==> src/rtl/cache_wb_buffer_if.sv <==
// Bus bundle between the cache, the write-back buffer and the AXI write bridge.
// The slave modport is the buffer's view; the master modport is the
// surrounding environment (cache push side plus bridge side).
interface cache_wb_buffer_if;
  // cache -> buffer push side
  logic         wb_valid;
  logic         wb_ready;
  logic         wb_uncache;
  logic [31:0]  wb_addr;
  logic [3:0]   wb_wstrb;
  logic [127:0] wb_data;
  // buffer -> bridge request side
  logic         wr_req;
  logic [2:0]   wr_type;
  logic [31:0]  wr_addr;
  logic [3:0]   wr_wstrb;
  logic [127:0] wr_data;
  logic         wr_rdy;
  logic         wr_done;
  // read-ordering and status
  logic [31:0]  rd_chk_addr;
  logic         conflict;
  logic         idle;
  logic         err;

  modport slave (
    input  wb_valid, wb_uncache, wb_addr, wb_wstrb, wb_data,
    input  wr_rdy, wr_done, rd_chk_addr,
    output wb_ready, wr_req, wr_type, wr_addr, wr_wstrb, wr_data,
    output conflict, idle, err
  );

  modport master (
    output wb_valid, wb_uncache, wb_addr, wb_wstrb, wb_data,
    output wr_rdy, wr_done, rd_chk_addr,
    input  wb_ready, wr_req, wr_type, wr_addr, wr_wstrb, wr_data,
    input  conflict, idle, err
  );
endinterface

==> src/rtl/cache_wb_buffer.sv <==
// Write-back buffer: queues dirty victim lines and uncached stores, issues
// them in order to the AXI write bridge, counts unacknowledged writes and
// flags read-after-write hazards for the miss-read path.
module cache_wb_buffer #(
  parameter int DEPTH   = 2,
  parameter int MAX_OUT = 2
) (
  input  logic              clk,
  input  logic              reset,
  cache_wb_buffer_if.slave  bus
);
  localparam int AW = $clog2(DEPTH);
  localparam int CW = $clog2(MAX_OUT + 1);

  // Pointers carry one extra wrap bit so full and empty are distinguishable.
  logic [AW:0]    head_q, head_d, tail_q, tail_d;
  logic [CW-1:0]  out_cnt_q, out_cnt_d;

  // Entry storage. Kept in flops rather than block RAM because every entry
  // is compared against rd_chk_addr in the same cycle.
  logic           ent_uncache_q [DEPTH];
  logic [31:0]    ent_addr_q    [DEPTH];
  logic [3:0]     ent_wstrb_q   [DEPTH];
  logic [127:0]   ent_data_q    [DEPTH];

  logic           empty, full, push, fire, req;
  logic [AW-1:0]  head_idx, tail_idx;
  logic [AW:0]    count;
  logic [DEPTH-1:0] hit;

  assign head_idx = head_q[AW-1:0];
  assign tail_idx = tail_q[AW-1:0];
  assign count    = tail_q - head_q;
  assign empty    = (head_q == tail_q);
  assign full     = (head_q[AW] != tail_q[AW]) && (head_idx == tail_idx);
  assign req      = !empty && (out_cnt_q < CW'(MAX_OUT));
  assign push     = bus.wb_valid && !full;
  assign fire     = req && bus.wr_rdy;

  assign bus.wb_ready = !full;
  assign bus.wr_req   = req;

  // Request encoding from the head entry; all zeros while no request.
  always_comb begin
    bus.wr_type  = 3'b000;
    bus.wr_addr  = 32'h0;
    bus.wr_wstrb = 4'h0;
    bus.wr_data  = 128'h0;
    if (req) begin
      if (ent_uncache_q[head_idx]) begin
        bus.wr_type  = 3'b010;
        bus.wr_addr  = ent_addr_q[head_idx];
        bus.wr_wstrb = ent_wstrb_q[head_idx];
        bus.wr_data  = {96'h0, ent_data_q[head_idx][31:0]};
      end else begin
        bus.wr_type  = 3'b100;
        bus.wr_addr  = {ent_addr_q[head_idx][31:4], 4'h0};
        bus.wr_wstrb = 4'hF;
        bus.wr_data  = ent_data_q[head_idx];
      end
    end
  end

  // Per-slot hazard compare: slot is live if its distance from head is
  // below the occupancy; lines match on 16B granule, words on 4B granule.
  for (genvar gi = 0; gi < DEPTH; gi++) begin : g_hit
    logic [AW-1:0] rel;
    logic          live, match;
    assign rel   = AW'(gi) - head_idx;
    assign live  = ({1'b0, rel} < count);
    assign match = ent_uncache_q[gi]
                 ? (ent_addr_q[gi][31:2] == bus.rd_chk_addr[31:2])
                 : (ent_addr_q[gi][31:4] == bus.rd_chk_addr[31:4]);
    assign hit[gi] = live && match;
  end

  // Issued writes keep no address, so any outstanding write stalls reads.
  assign bus.conflict = (|hit) || (out_cnt_q != '0);
  assign bus.idle     = empty && (out_cnt_q == '0);
  assign bus.err      = bus.wr_done && !fire && (out_cnt_q == '0);

  // The two low address bits never take part in a hazard compare.
  logic unused_rd_bits;
  assign unused_rd_bits = &{1'b0, bus.rd_chk_addr[1:0]};

  // Next-state for pointers and outstanding counter.
  always_comb begin
    head_d    = fire ? head_q + 1'b1 : head_q;
    tail_d    = push ? tail_q + 1'b1 : tail_q;
    out_cnt_d = out_cnt_q;
    case ({fire, bus.wr_done})
      2'b10:   out_cnt_d = out_cnt_q + 1'b1;
      2'b01:   out_cnt_d = (out_cnt_q != '0) ? out_cnt_q - 1'b1 : out_cnt_q;
      default: out_cnt_d = out_cnt_q;
    endcase
  end

  // Control state; reset drops queued and outstanding bookkeeping.
  always_ff @(posedge clk) begin
    if (reset) begin
      head_q    <= '0;
      tail_q    <= '0;
      out_cnt_q <= '0;
    end else begin
      head_q    <= head_d;
      tail_q    <= tail_d;
      out_cnt_q <= out_cnt_d;
    end
  end

  // Entry write at the tail; contents are don't-care until pushed.
  always_ff @(posedge clk) begin
    if (push) begin
      ent_uncache_q[tail_idx] <= bus.wb_uncache;
      ent_addr_q[tail_idx]    <= bus.wb_addr;
      ent_wstrb_q[tail_idx]   <= bus.wb_wstrb;
      ent_data_q[tail_idx]    <= bus.wb_data;
    end
  end
endmodule

==> src/flat_wrapper.sv <==
// flat-port wrapper written by rule: the top's interface ports become plain ports
module cache_wb_buffer_flat 
#(
  parameter int DEPTH   = 2,
  parameter int MAX_OUT = 2
)
  (clk, reset, bus_wb_valid, bus_wb_uncache, bus_wb_addr, bus_wb_wstrb, bus_wb_data, bus_wr_rdy, bus_wr_done, bus_rd_chk_addr, bus_wb_ready, bus_wr_req, bus_wr_type, bus_wr_addr, bus_wr_wstrb, bus_wr_data, bus_conflict, bus_idle, bus_err);
  cache_wb_buffer_if bus_i ();
  input  logic clk;
  input  logic reset;
  input wire logic [$bits(bus_i.wb_valid)-1:0] bus_wb_valid;
  input wire logic [$bits(bus_i.wb_uncache)-1:0] bus_wb_uncache;
  input wire logic [$bits(bus_i.wb_addr)-1:0] bus_wb_addr;
  input wire logic [$bits(bus_i.wb_wstrb)-1:0] bus_wb_wstrb;
  input wire logic [$bits(bus_i.wb_data)-1:0] bus_wb_data;
  input wire logic [$bits(bus_i.wr_rdy)-1:0] bus_wr_rdy;
  input wire logic [$bits(bus_i.wr_done)-1:0] bus_wr_done;
  input wire logic [$bits(bus_i.rd_chk_addr)-1:0] bus_rd_chk_addr;
  output wire logic [$bits(bus_i.wb_ready)-1:0] bus_wb_ready;
  output wire logic [$bits(bus_i.wr_req)-1:0] bus_wr_req;
  output wire logic [$bits(bus_i.wr_type)-1:0] bus_wr_type;
  output wire logic [$bits(bus_i.wr_addr)-1:0] bus_wr_addr;
  output wire logic [$bits(bus_i.wr_wstrb)-1:0] bus_wr_wstrb;
  output wire logic [$bits(bus_i.wr_data)-1:0] bus_wr_data;
  output wire logic [$bits(bus_i.conflict)-1:0] bus_conflict;
  output wire logic [$bits(bus_i.idle)-1:0] bus_idle;
  output wire logic [$bits(bus_i.err)-1:0] bus_err;
  assign bus_i.wb_valid = bus_wb_valid;
  assign bus_i.wb_uncache = bus_wb_uncache;
  assign bus_i.wb_addr = bus_wb_addr;
  assign bus_i.wb_wstrb = bus_wb_wstrb;
  assign bus_i.wb_data = bus_wb_data;
  assign bus_i.wr_rdy = bus_wr_rdy;
  assign bus_i.wr_done = bus_wr_done;
  assign bus_i.rd_chk_addr = bus_rd_chk_addr;
  assign bus_wb_ready = bus_i.wb_ready;
  assign bus_wr_req = bus_i.wr_req;
  assign bus_wr_type = bus_i.wr_type;
  assign bus_wr_addr = bus_i.wr_addr;
  assign bus_wr_wstrb = bus_i.wr_wstrb;
  assign bus_wr_data = bus_i.wr_data;
  assign bus_conflict = bus_i.conflict;
  assign bus_idle = bus_i.idle;
  assign bus_err = bus_i.err;
  cache_wb_buffer #(.DEPTH(DEPTH), .MAX_OUT(MAX_OUT)) u_core (.clk(clk), .reset(reset), .bus(bus_i));
endmodule
==> config.mk <==
export PLATFORM = sky130hd
export DESIGN_NAME = cache_wb_buffer_flat
export DESIGN_NICKNAME = d
export VERILOG_FILES = /design/src/rtl/cache_wb_buffer_if.sv /design/src/rtl/cache_wb_buffer.sv /design/src/flat_wrapper.sv
export SDC_FILE = /design/constraint.sdc
export NUM_CORES = 1
export LEC_CHECK = 0
export BUFFER_PORTS_ARGS = -buffer_cell sky130_fd_sc_hd__buf_2
export CORE_MARGIN = 8
export CORE_UTILIZATION = 55
export CTS_CLUSTER_DIAMETER = 50
export CTS_CLUSTER_SIZE = 10
export DETAILED_ROUTE_END_ITERATION = 12
export PLACE_DENSITY_LB_ADDON = 0.08
export SLEW_MARGIN = 20
export SYNTH_ARGS = -nofsm -noshare
export SYNTH_HDL_FRONTEND = slang
export SYNTH_SLANG_ARGS = --single-unit
==> constraint.sdc <==
create_clock -name clk -period 18 [get_ports clk]
set_input_delay 0.9 -clock clk [delete_from_list [all_inputs] [get_ports clk]]
set_output_delay 0.9 -clock clk [all_outputs]
set_load 0.03 [all_outputs]
== After elaboration in Yosys (flattened, before gate mapping) ==
Memories as Yosys holds them, arrays and structs flattened. A register that Yosys moved wholly into a read port is not among the register bits.
Cells that the tools add are included.
Word-level totals
  word-level logic and storage cells: 67
  memories: 4
  output and inout port bits: 172
  bits in registers: 6
  RAM bits: 330
Operators by class
  add/sub/neg operators: 7
  equal/unequal tests: 10
  multiplexer cells: 22
  magnitude comparators: 3
  reductions and logical operators: 18
Memories
  u_core.ent_data_q: words 2, bits a word 128, rd ports 1, clocked after Yosys merged registers in 1, wr ports 1, line cache_wb_buffer.sv:24  | logic [127:0] ent_data_q [DEPTH];
  u_core.ent_addr_q: words 2, bits a word 32, rd ports 3, clocked after Yosys merged registers in 1, wr ports 1, line cache_wb_buffer.sv:22  | logic [31:0] ent_addr_q [DEPTH];
  u_core.ent_wstrb_q: words 2, bits a word 4, rd ports 1, clocked after Yosys merged registers in 1, wr ports 1, line cache_wb_buffer.sv:23  | logic [3:0] ent_wstrb_q [DEPTH];
  u_core.ent_uncache_q: words 2, bits a word 1, rd ports 3, clocked after Yosys merged registers in 1, wr ports 1, line cache_wb_buffer.sv:21  | logic ent_uncache_q [DEPTH];
Operators by type and width (number)
  $mux 128: 2
  $eq 30x30->1: 2
  $eq 28x28->1: 2
  $mux 32: 1
  $mux 1: 12
  $mux 4: 3
  $logic_and 1x1->1: 9
  $add 2x1->2 const B: 3
  $mux 3: 2
  $lt 1x2->1: 2
  $pmux 2 s2: 1
  $reduce_bool 2->1: 2
  $logic_not 1->1: 3
  $eq 2x1->1 const B: 1
  $eq 2x2->1: 1
  $eq 2x2->1 const B: 1
  $logic_not 2->1: 1
  $lt 2x2->1 const B: 1
  $mux 2: 1
  $ne 2x1->1 const B: 1
  $reduce_and 2->1: 1
  $reduce_or 2->1: 1
  $sub 1x1->1 const A: 2
  $sub 2x1->2 const B: 1
  other kinds (4): 4

== Longest topological paths before layout ==
  depth after elaboration: 7
  mapped depth: 8
  depth with buffers taken out: 8

== Least setup slack after synthesis ==
Ideal clock, no wire load.
  kind: reg-to-reg
  start point: register u_core.head_q[0]
  end point: memory u_core.ent_addr_q[0][0] (enable)
  cell stages (with the launch flop): 6
  path slack: 9.324 ns
  required time: 17.308 ns
  setup time: 0.692 ns
  arrival: 7.984 ns
  cells stage by stage: dfxtp_1 inv_1 ha_1 nand2b_1 nand2_1 nor2_1
On the way
  longest elaborated chain between the ends: 6
Ends and longest elaborated chain
  start: declaration: line cache_wb_buffer.sv:16  | logic [AW:0] head_q, head_d, tail_q, tail_d;
  start signal: assignment: line cache_wb_buffer.sv:101  | head_q <= '0;
  start signal: assignment: line cache_wb_buffer.sv:105  | head_q <= head_d;
  $eq 1x1->1: line cache_wb_buffer.sv:35  | assign full = (head_q[AW] != tail_q[AW]) && (head_idx == tail_idx);
  $logic_and 1x1->1: line cache_wb_buffer.sv:35
  $logic_not 1->1
  via bus_wb_ready: line flat_wrapper.sv:19  | output wire logic [$bits(bus_i.wb_ready)-1:0] bus_wb_ready;
  $logic_and 1x1->1: line cache_wb_buffer.sv:37  | assign push = bus.wb_valid && !full;
  $mux 1: line cache_wb_buffer.sv:113  | if (push) begin
  $mux 1 (implied by the code): line cache_wb_buffer.sv:115  | ent_addr_q[tail_idx] <= bus.wb_addr;
  end: declaration: line cache_wb_buffer.sv:22
The timed path passes the listed nets, and every way through them passes these cells.

==> PnR_summary.wiki <==
{| class="wikitable"
! Metric !! Value
|-
| Cell type contributing the most total cell area after synthesis || sky130_fd_sc_hd__edfxtp_1
|-
| Via count of the first global-routing pass || about 8300
|-
| Power density of the placed cells || 176.0 nW/um^2
|-
| Tmin final || 4.078 ns
|-
| Synthesized-area fraction occupied by xor and xnor cells || 4.317%
|-
| Number of antenna violations at the first check in global routing || 16
|-
| Largest fanout of any net on the critical path || between 50 and 60
|-
| Filler instances || between 1500 and 2000
|-
| Mean cell area of the mapped netlist || 16.17 um^2
|-
| Skew-Pair Late Insertion Delay || 0.51 ns
|-
| Sinks on the clock net || 337
|-
| Hold depth || 2
|-
| Leakage || 0.006454 uW
|-
| Layout cell share with drive strength beyond 1 || 35.04%
|-
| Worst slew pin tran || 1.090 ns
|-
| Starting DRC count in detailed routing || between 500 and 600
|-
| Die extent in y || 172.0 um
|-
| Worst Hold Class || flop to flop
|-
| Total Neg Setup Slack || 0 ns
|-
| GR Overflow Total || 0
|-
| Total power consumption of the routed design || between 2000 and 3000 uW
|-
| Area of placed instances || 15560 um^2
|-
| Synth Area in Simple Gates || ~6.3%
|-
| Timing-limited maximum frequency || 245.2 MHz
|-
| Arrival time at the worst endpoint || 3.18 ns
|-
| Clock skew after layout || 0.01756 ns
|-
| Die width || 172.0 um
|-
| Via/cell ratio || roughly 5.1
|-
| CP endpoint kind || primary output
|-
| Post-route cell area || roughly 17000 um^2
|-
| Detailed Route WL || 31.11 mm
|-
| WL met1 || between 10 and 15 mm
|-
| Maximum number of pins on one net before global-route repair || 98
|-
| Synthesized netlist net count || 1033
|-
| Yosys warning total || 0
|-
| HPWL reported at the end of detailed placement || 20.98 mm
|-
| Critical Path Start Type || flop
|-
| Number of primary I/O pins || about 370
|-
| Clock transition at path regs || 0.05 ns
|-
| Hold Violations, Final || 0
|-
| Mux contribution to synthesized area || 11.96%
|-
| Sequential share of the synthesized area || 75.04%
|-
| Pre-antenna DRT Iters || 5
|-
| Initial Util || 55.55%
|-
| Fraction of the cycle the final worst path needs || 22.65%
|-
| Type of the setup path with the least slack || flop to primary output
|-
| Clock tree from TritonCTS || built
|-
| Overall routing resource usage || 20.10%
|-
| Cell mode on critical path || sky130_fd_sc_hd__buf_4
|-
| Main combinational cell family by area after synthesis || multiplexers
|-
| Async set or reset register ratio after synthesis || 0%
|-
| Synthesized flop and latch total || 337
|-
| Required time at the worst-slack endpoint || ~17 ns
|-
| FF-to-FF Start || u_core.head_q[0]
|-
| Ordered cell list for the critical path || buf_4 -> buf_4 -> mux2i_1 -> nor2_1 -> buf_2
|-
| Root Driver || sky130_fd_sc_hd__clkbuf_16
|-
| Post-synth top flop || sky130_fd_sc_hd__edfxtp_1
|-
| Number of buffers on the longest clock path || 3
|-
| Number of nets with antenna violations after routing || 0
|-
| Share of the synthesized area in compound gates (AO/OA/AOI/OAI) || 0.5419%
|-
| Outcome || finished, final reports clean
|-
| Top post-synthesis cells by area || sky130_fd_sc_hd__edfxtp_1 74%, sky130_fd_sc_hd__mux2i_1 12%, sky130_fd_sc_hd__nor2_1 4.8%
|-
| Post-synthesis cell area || 13390 um^2
|-
| GPL Wtd Cong || ~0.78
|-
| Tightest slew margin relative to the limit || 27.35%
|-
| R2r worst-path depth || 6
|-
| Num CTS Buffers || 40
|-
| Worst vdd ir || 103.3 uV
|-
| Slowest cell on the critical path || sky130_fd_sc_hd__buf_4
|-
| Die area || slightly below 30000 um^2
|-
| Via count || roughly 8000
|-
| Post-Syn Instances || 828
|-
| Buffers inserted by post-CTS timing repair || 0
|-
| Max-capacitance violation count || 0
|-
| Distinct cells, synth || 28
|-
| Number of gates given a new drive strength after cts || 0
|-
| Register-to-register setup slack || 15.29 ns
|-
| First-pass GRT wire length || ~45 mm
|-
| Count of buffers from port buffering || 370
|-
| Highest metal layer with signal wires || met5
|-
| Hold Crit Endpoint || u_core.out_cnt_q[1]
|-
| Nets || 1418
|-
| Synthesized-area fraction occupied by adder cells || 0.2803%
|-
| Delay of the slowest cell on the worst path || 0.76 ns
|-
| Routed length on met3 || 2.905 mm
|-
| Average routed wire per standard cell || 19.88 um
|-
| Unrepaired setup endpoints after global routing || false
|-
| DRC Markers || 0
|-
| Total met2 wirelength after detailed routing || 15.57 mm
|-
| Total number of placement rows || 57
|-
| Worst hold slack after final layout || 0.5163 ns
|-
| FF-to-FF End || u_core.ent_data_q[0][73]
|-
| Count of flip-flops with a built-in enable after synthesis || 330
|-
| Area growth from synthesis to layout || 25.05%
|-
| Final Max Tran Viols || 0
|-
| Cts-stage hold buffer count || 0
|-
| Share of the synthesized area in the top cell type || between 70% and 80%
|-
| Total setup violations reported at the end of the flow || 0
|-
| Launch instance of the worst min-delay path || u_core.out_cnt_q[1]
|-
| Floorplan core area || between 20000 and 25000 um^2
|-
| Count of H-tree levels built during CTS || 2
|}
-- synth_stat cells, drive strengths merged (4+ instances only) --
cell and n:
and3 4, buf 18, clkbuf 18, dfxtp 7, edfxtp 330, inv 7
mux2i 160, nand2 6, nand4 14, nor2 172, nor4 4, o21ai 4
o22ai 4, xnor2 54, xor2 12
-- power breakdown --
| part | switching (uW) | internal (uW) |
|---|---|---|
| clock network | 281 | 435 |
| registers | 42.9 | 1000 |
| logic | 848 | 338 |
| total | 1170 | 1780 |
-- placed cells by master, fill, tap and decap left out, types with 2 or more instances in the layout --
cell                          n
sky130_fd_sc_hd__buf_2      370
sky130_fd_sc_hd__edfxtp_1   330
sky130_fd_sc_hd__nor2_1     171
sky130_fd_sc_hd__mux2i_1    160
sky130_fd_sc_hd__xnor2_1     54
sky130_fd_sc_hd__clkbuf_16   42
sky130_fd_sc_hd__nand4_1     14
sky130_fd_sc_hd__xor2_1      12
sky130_fd_sc_hd__clkbuf_1    12
sky130_fd_sc_hd__diode_2     11
sky130_fd_sc_hd__buf_4        9
sky130_fd_sc_hd__inv_1        6
sky130_fd_sc_hd__nand2_1      6
sky130_fd_sc_hd__dfxtp_1      6
sky130_fd_sc_hd__o22ai_1      4
sky130_fd_sc_hd__o21ai_0      4
sky130_fd_sc_hd__nor4_1       4
sky130_fd_sc_hd__and3_1       3
sky130_fd_sc_hd__ha_1         3
sky130_fd_sc_hd__nand2b_1     2
sky130_fd_sc_hd__nand3_1      2
sky130_fd_sc_hd__a211oi_1     2
sky130_fd_sc_hd__clkinv_2     2
-- stage by stage --
step	instances	util, %	worst slack [ns]
floorplan	828	-	9.324
global placement	1495	64.56	14.42
detailed placement	1495	64.56	14.42
CTS	1554	69.36	13.88
global route	1564	69.46	13.72
finish	1565	69.47	13.92
-- sequential cells by signal (all words and copies together), names as in the netlist, named ones only --
signal / flops
u_core.ent_addr_q: 64
u_core.head_q: 2
u_core.ent_uncache_q: 2
u_core.ent_data_q: 256
u_core.out_cnt_q: 2
u_core.tail_q: 2
u_core.ent_wstrb_q: 8
-- worst max-delay path by stage --
stage,from,to,slack [ns],depth (start not counted)
CTS,flop,bus_wr_data[79],13.88,5
global placement,flop,bus_wr_data[79],14.42,5
finish,flop,bus_wr_data[72],13.92,5
floorplan,u_core.head_q[0],u_core.ent_addr_q[0][0],9.32,5
global route,flop,bus_wr_data[53],13.72,5
detailed placement,flop,bus_wr_data[79],14.42,5
-- critical path: cells and delay by family, from the launching register on --
| family | cells | cell delay [ns] |
|---|---|---|
| buf+inv | 3 | 1.69 |
| flops | 1 | 0.55 |
| mux | 1 | 0.29 |
| simple gates | 1 | 0.06 |
-- kinds of logic (layout without fill, tap and decap cells) --
family                     after synthesis  in the layout
DFF                                    337            337
xor gates and xnor gates                66             66
adders and majority gates                3              3
and+or+nand+nor                        206            206
buffers and inverters                   43            445
other                                    1             12
AOI/OAI and AO/OA                       12             12
muxes                                  160            160
-- metal layers --
metal / vias up / GRT usage (%)
met2: 271 / 33.84
met4: 12 / 8.396
met1: 3796 / 23.30
met5: - / 0
met3: 67 / 6.826
li1: 3822 / -
-- cell type report --
| cell class | count | area (um^2) | area share, % |
|---|---|---|---|
| Multi-Input combinational cell | 448 | 3158 | 18.86 |
| Clock buffer | 54 | 1096 | 6.545 |
| Inverter | 7 | 26.28 | 0.1569 |
| Timing Repair Buffer | 379 | 1919 | 11.46 |
| Antenna cell | 11 | 27.53 | 0.1644 |
| Clock inverter | 5 | 60.06 | 0.3586 |
| Tap cell | 324 | 405.4 | 2.421 |
| Sequential cell | 337 | 10050 | 60.03 |
(Power assumes the default switching activity.)
